File: src/rtl/divu_seq.sv
// divu_seq: sequential restoring divider, one quotient bit per clock.
// Signed mode truncates toward zero; remainder takes the dividend's sign.
module divu_seq #(
  parameter int BW_CNT  = 3,
  parameter int BW_DVND = 4,
  parameter int BW_DVSR = 3
) (
  input  logic               clk,
  input  logic               rstx,
  input  logic               is_signed,
  input  logic               start,
  input  logic [BW_DVND-1:0] dvnd,
  input  logic [BW_DVSR-1:0] dvsr,
  output logic [BW_DVND-1:0] quot,
  output logic [BW_DVSR-1:0] rem,
  output logic               div_by_zero,
  output logic               busy
);

  typedef enum logic [1:0] {
    IDLE,
    CALC,
    FIX
  } state_t;

  state_t             state_q;
  logic [BW_CNT-1:0]  cnt_q;
  logic [BW_DVSR:0]   prem_q;
  logic [BW_DVND-1:0] dv_q;
  logic [BW_DVSR-1:0] ds_q;
  logic [BW_DVSR-1:0] dlow_q;
  logic               qneg_q;
  logic               rneg_q;
  logic               zero_q;
  logic [BW_DVND-1:0] quot_q;
  logic [BW_DVSR-1:0] rem_q;
  logic               dbz_q;
  logic               busy_q;

  logic               dvnd_neg;
  logic               dvsr_neg;
  logic [BW_DVND-1:0] dvnd_mag;
  logic [BW_DVSR-1:0] dvsr_mag;
  logic [BW_DVSR:0]   shl;
  logic [BW_DVSR:0]   diff;
  logic               ge;
  logic [BW_DVSR:0]   prem_d;
  logic [BW_DVND-1:0] dv_d;
  logic [BW_DVSR-1:0] rmag;
  logic [BW_DVND-1:0] quot_d;
  logic [BW_DVSR-1:0] rem_d;

  always_comb begin
    dvnd_neg = is_signed & dvnd[BW_DVND-1];
    dvsr_neg = is_signed & dvsr[BW_DVSR-1];
    dvnd_mag = dvnd_neg ? -dvnd : dvnd;
    dvsr_mag = dvsr_neg ? -dvsr : dvsr;
  end

  // Partial remainder stays below the divisor, so the shift fits BW_DVSR+1.
  always_comb begin
    shl    = {prem_q[BW_DVSR-1:0], dv_q[BW_DVND-1]};
    diff   = shl - {1'b0, ds_q};
    ge     = shl >= {1'b0, ds_q};
    prem_d = ge ? diff : shl;
    dv_d   = {dv_q[BW_DVND-2:0], ge};
  end

  always_comb begin
    rmag   = prem_q[BW_DVSR-1:0];
    quot_d = qneg_q ? -dv_q : dv_q;
    rem_d  = rneg_q ? -rmag : rmag;
    if (zero_q) begin
      quot_d = '1;
      rem_d  = dlow_q;
    end
  end

  always_ff @(posedge clk) begin
    if (!rstx) begin
      state_q <= IDLE;
      cnt_q   <= '0;
      prem_q  <= '0;
      dv_q    <= '0;
      ds_q    <= '0;
      dlow_q  <= '0;
      qneg_q  <= 1'b0;
      rneg_q  <= 1'b0;
      zero_q  <= 1'b0;
      quot_q  <= '0;
      rem_q   <= '0;
      dbz_q   <= 1'b0;
      busy_q  <= 1'b0;
    end else if (start) begin
      state_q <= CALC;
      busy_q  <= 1'b1;
      cnt_q   <= BW_CNT'(BW_DVND);
      prem_q  <= '0;
      dv_q    <= dvnd_mag;
      ds_q    <= dvsr_mag;
      dlow_q  <= dvnd[BW_DVSR-1:0];
      qneg_q  <= dvnd_neg ^ dvsr_neg;
      rneg_q  <= dvnd_neg;
      zero_q  <= (dvsr == '0);
    end else begin
      unique case (state_q)
        CALC: begin
          prem_q <= prem_d;
          dv_q   <= dv_d;
          cnt_q  <= cnt_q - BW_CNT'(1);
          if (cnt_q == BW_CNT'(1)) begin
            state_q <= FIX;
          end
        end
        FIX: begin
          quot_q  <= quot_d;
          rem_q   <= rem_d;
          dbz_q   <= zero_q;
          state_q <= IDLE;
          busy_q  <= 1'b0;
        end
        default: begin
          state_q <= IDLE;
          busy_q  <= 1'b0;
        end
      endcase
    end
  end

  assign quot        = quot_q;
  assign rem         = rem_q;
  assign div_by_zero = dbz_q;
  assign busy        = busy_q;

endmodule

File: config.mk
export PLATFORM = sky130hd
export DESIGN_NAME = divu_seq
export DESIGN_NICKNAME = d
export VERILOG_FILES = /design/src/rtl/divu_seq.sv
export SDC_FILE = /design/constraint.sdc
export NUM_CORES = 1
export LEC_CHECK = 0
export CAP_MARGIN = 15
export CORE_MARGIN = 2
export CORE_UTILIZATION = 32
export DETAILED_ROUTE_END_ITERATION = 16
export PLACE_DENSITY = 0.49
export SYNTH_ARGS = -nofsm -noshare
export SYNTH_HDL_FRONTEND = slang
export SYNTH_SLANG_ARGS = --single-unit
File: constraint.sdc
create_clock -name clk -period 1.55 [get_ports clk]
set_input_delay 0.155 -clock clk [delete_from_list [all_inputs] [get_ports clk]]
set_output_delay 0.155 -clock clk [all_outputs]
set_load 0.02 [all_outputs]
==> flow_summary.json <==
{
  "run_status": "finished, violations left",
  "violations": "negative setup slack",
  "fillers": 493,
  "fmax_mhz": 626,
  "htreeDepth": 2,
  "finClkSkew_ps": 5.70,
  "p_sw_share_pct": 26.1,
  "rsz0062_at_grt": "true",
  "cts_inserted_buffers": 5,
  "p_comb_share_pct": 18.1,
  "diodes": 0,
  "synth.distinct_cells": 39,
  "die_x_um": 74.4,
  "io_buffers": 19,
  "fin_ws_ps": -46.2,
  "setup_violations": 3,
  "drv_cap": 0,
  "num_vias": 1315,
  "drt_wl_total_um": 3400,
  "fin_crit_ps": 1600,
  "clock_latency_ps": 280,
  "clk_pin_slew_ps": 60,
  "p_int_w": 0.00133,
  "final_net_count": 233,
  "cp-start-kind": "flip-flop",
  "grt_usage_pct": 13.9,
  "post_drt_via_cell_ratio": 4.71,
  "place_hpwl_um": 2590,
  "crit_type": "reg2reg",
  "clock_sinks": 30,
  "multi_input_area_um2": 950,
  "slew_headroom_pct": 73.2,
  "dr.pass1.iters": 4,
  "ios": 20,
  "cts_tree": "built",
  "antenna_found_initial": 0,
  "power_density_nw_per_um2": 859,
  "postCtsHoldBufs": 0,
  "synth.avg_cell_area_um2": 8.81,
  "clk_path_buf_depth": 2,
  "grt_pass1_vias": 1333,
  "vdd_drop_max_uv": 428,
  "ant_nets": 0,
  "start_util_pct": 33.4,
  "synth_cells": 180,
  "layout-drive-gt1-share_pct": 22.2,
  "synth_top_area_cell": "dfxtp_1",
  "synthTopCellsByArea": "dfxtp_1 (38%), ha_1 (7.9%), mux2i_1 (5.0%), o21ai_0 (3.8%), inv_1 (3.8%)",
  "worstMarginPinSlew_ps": 401,
  "wl_per_cell_um": 12.2,
  "fin_crit_sh_pct": 103,
  "cts-root-buf": "clkbuf_8",
  "synth_edf_count": 0,
  "crit_required_ps": 1780,
  "grt_max_degree": 27,
  "ys_async_sr_fraction_pct": 0,
  "final_area_um2": 2100,
  "tns_ps": -104,
  "hold_violations": 0,
  "syn-num-nets": 202,
  "synthFlopType": "dfxtp_1",
  "slew_viol_final": 0,
  "netlist_area_um2": 1590,
  "drt_iter0_markers": 47,
  "power.switching_w": 0.000471,
  "grt-ovfl-total": 0,
  "placed_area_um2": 1950,
  "core_um2": 4750,
  "core.rowCount": 25,
  "finish.utilization_pct": 44.2,
  "seqPwrFrac_pct": 46.1,
  "die_h_um": 74.4,
  "final_cell_mix": "dfxtp_1 (24), clkdlybuf4s50_1 (19), buf_4 (14), inv_1 (13), o21ai_0 (12)",
  "seq_area_um2": 611,
  "synth_top_area_share_pct": 37.9,
  "yosys_warnings": 0,
  "hp-class": "reg2reg",
  "remaining_drc_errors": 0,
  "synth-seq-area-share_pct": 37.9,
  "synth_seq_cells": 30,
  "syn_to_final_growth_pct": 32.5,
  "grt_first_pass_wirelength_um": 5870,
  "critical_path_arrival_ps": 1820,
  "worst_setup_path_end_kind": "flip-flop",
  "die_area_um2": 5540,
  "clkPwrFrac_pct": 35.8,
  "cp_max_fo": 4,
  "gp_congestion": 0.727,
  "p_leak_nw": 0.856,
  "layout_commonest_cell": "dfxtp_1"
}
## metrics by stage
stage	power [W]	hold WS (ps)	instances	setup slack [ps]
finish	0.00181	463	279	-46.2
CTS	0.00181	465	279	-23.7
global placement	0.00114	448	271	-92.5
floorplan	0.00104	307	180	1.34
detailed placement	0.00115	456	271	-130
global route	0.00190	477	279	-91.0
## final cells by class
cell class              instances  share of cell area, %
well taps                      67                   3.99
clock buffers                   7                   4.11
multi-input cells             124                   45.2
repair buffers                 34                   14.6
flip-flops and latches         30                   29.0
clock inverters                 1                  0.238
inverters                      16                   2.86
## final timing paths
kind / cells past startpoint / slack, ps / endpoint / startpoint
setup / recovery: 5 / -50 / prem_q[1] / prem_q[1]
hold / removal: 2 / 460 / rem[2] / rem[2]
setup reg to reg: 5 / -50 / prem_q[1] / prem_q[1]
hold reg to reg: 2 / 460 / rem[2] / rem[2]
## what timing repair did
action | in CTS | in global routing
resized for setup | 9 | 6
setup buffers | 0 | 1
endpoints found under the setup margin | 4 | 5
endpoints found under the hold margin | 0 | 0
pin swaps | 6 | 3
## cells in the mapped netlist, types with 2 or more instances
master     n
a211oi_1   3
o31ai_1    3
dfxtp_1   30
nor2_1    13
buf_2      4
inv_1     16
o211a_1    4
nor2b_1    9
mux2i_1    8
nand2b_1   7
and2_1     2
nand2_1   11
o211ai_1   2
clkbuf_1   4
a21boi_0   3
xnor2_1    6
ha_1      10
a21oi_1    6
o21ai_0   12
nand3_1    8
## power groups by stage
| stage | logic, W | clock network (W) | registers, W |
|---|---|---|---|
| finish | 0.000327 | 0.000647 | 0.000832 |
| global route | 0.000363 | 0.000701 | 0.000836 |
| CTS | 0.000316 | 0.000666 | 0.000833 |
| detailed placement | 0.000302 | 0 | 0.000848 |
| global placement | 0.000294 | 0 | 0.000847 |
| floorplan | 0.000194 | 0 | 0.000844 |
## registers in the layout (all words and copies together), names as in the netlist
name	flops
rem	3
prem_q	3
dlow_q	3
div_by_zero	1
rneg_q	1
zero_q	1
qneg_q	1
quot	4
dv_q	4
busy	1
ds_q	3
cnt_q	3
state_q	2
## routing by layer
| metal | vias to the layer above | part of all wire (%) | global-route usage (%) |
|---|---|---|---|
| met5 | - | 0 | 0 |
| met4 | 0 | 2.2 | 6.15 |
| met3 | 10 | 3.9 | 4.20 |
| met2 | 26 | 47 | 22.5 |
| met1 | 605 | 47 | 17.0 |
| li1 | 674 | - | - |
## worst max-delay path, cell delays in order, from the launching register on
cell and delay, ps:
dfxtp_2 340, ha_4 250, and3_4 190, or4_4 520
nor3_2 130, a211o_1 110
## cell families (layout without fill, tap and decap cells)
group / Yosys count / after routing / share of synthesized area [%]
XOR/XNOR: 7 / 7 / 3.86
AND/OR/NAND/NOR: 59 / 59 / 20.6
flip-flops: 30 / 30 / 37.9
multiplexers: 9 / 9 / 5.76
AO/OA/AOI/OAI: 38 / 38 / 16.1
adder cells (fa/ha/maj): 11 / 11 / 9.15
buffers and inverters: 26 / 58 / 6.70
Power figures use the tool's default switching activity.
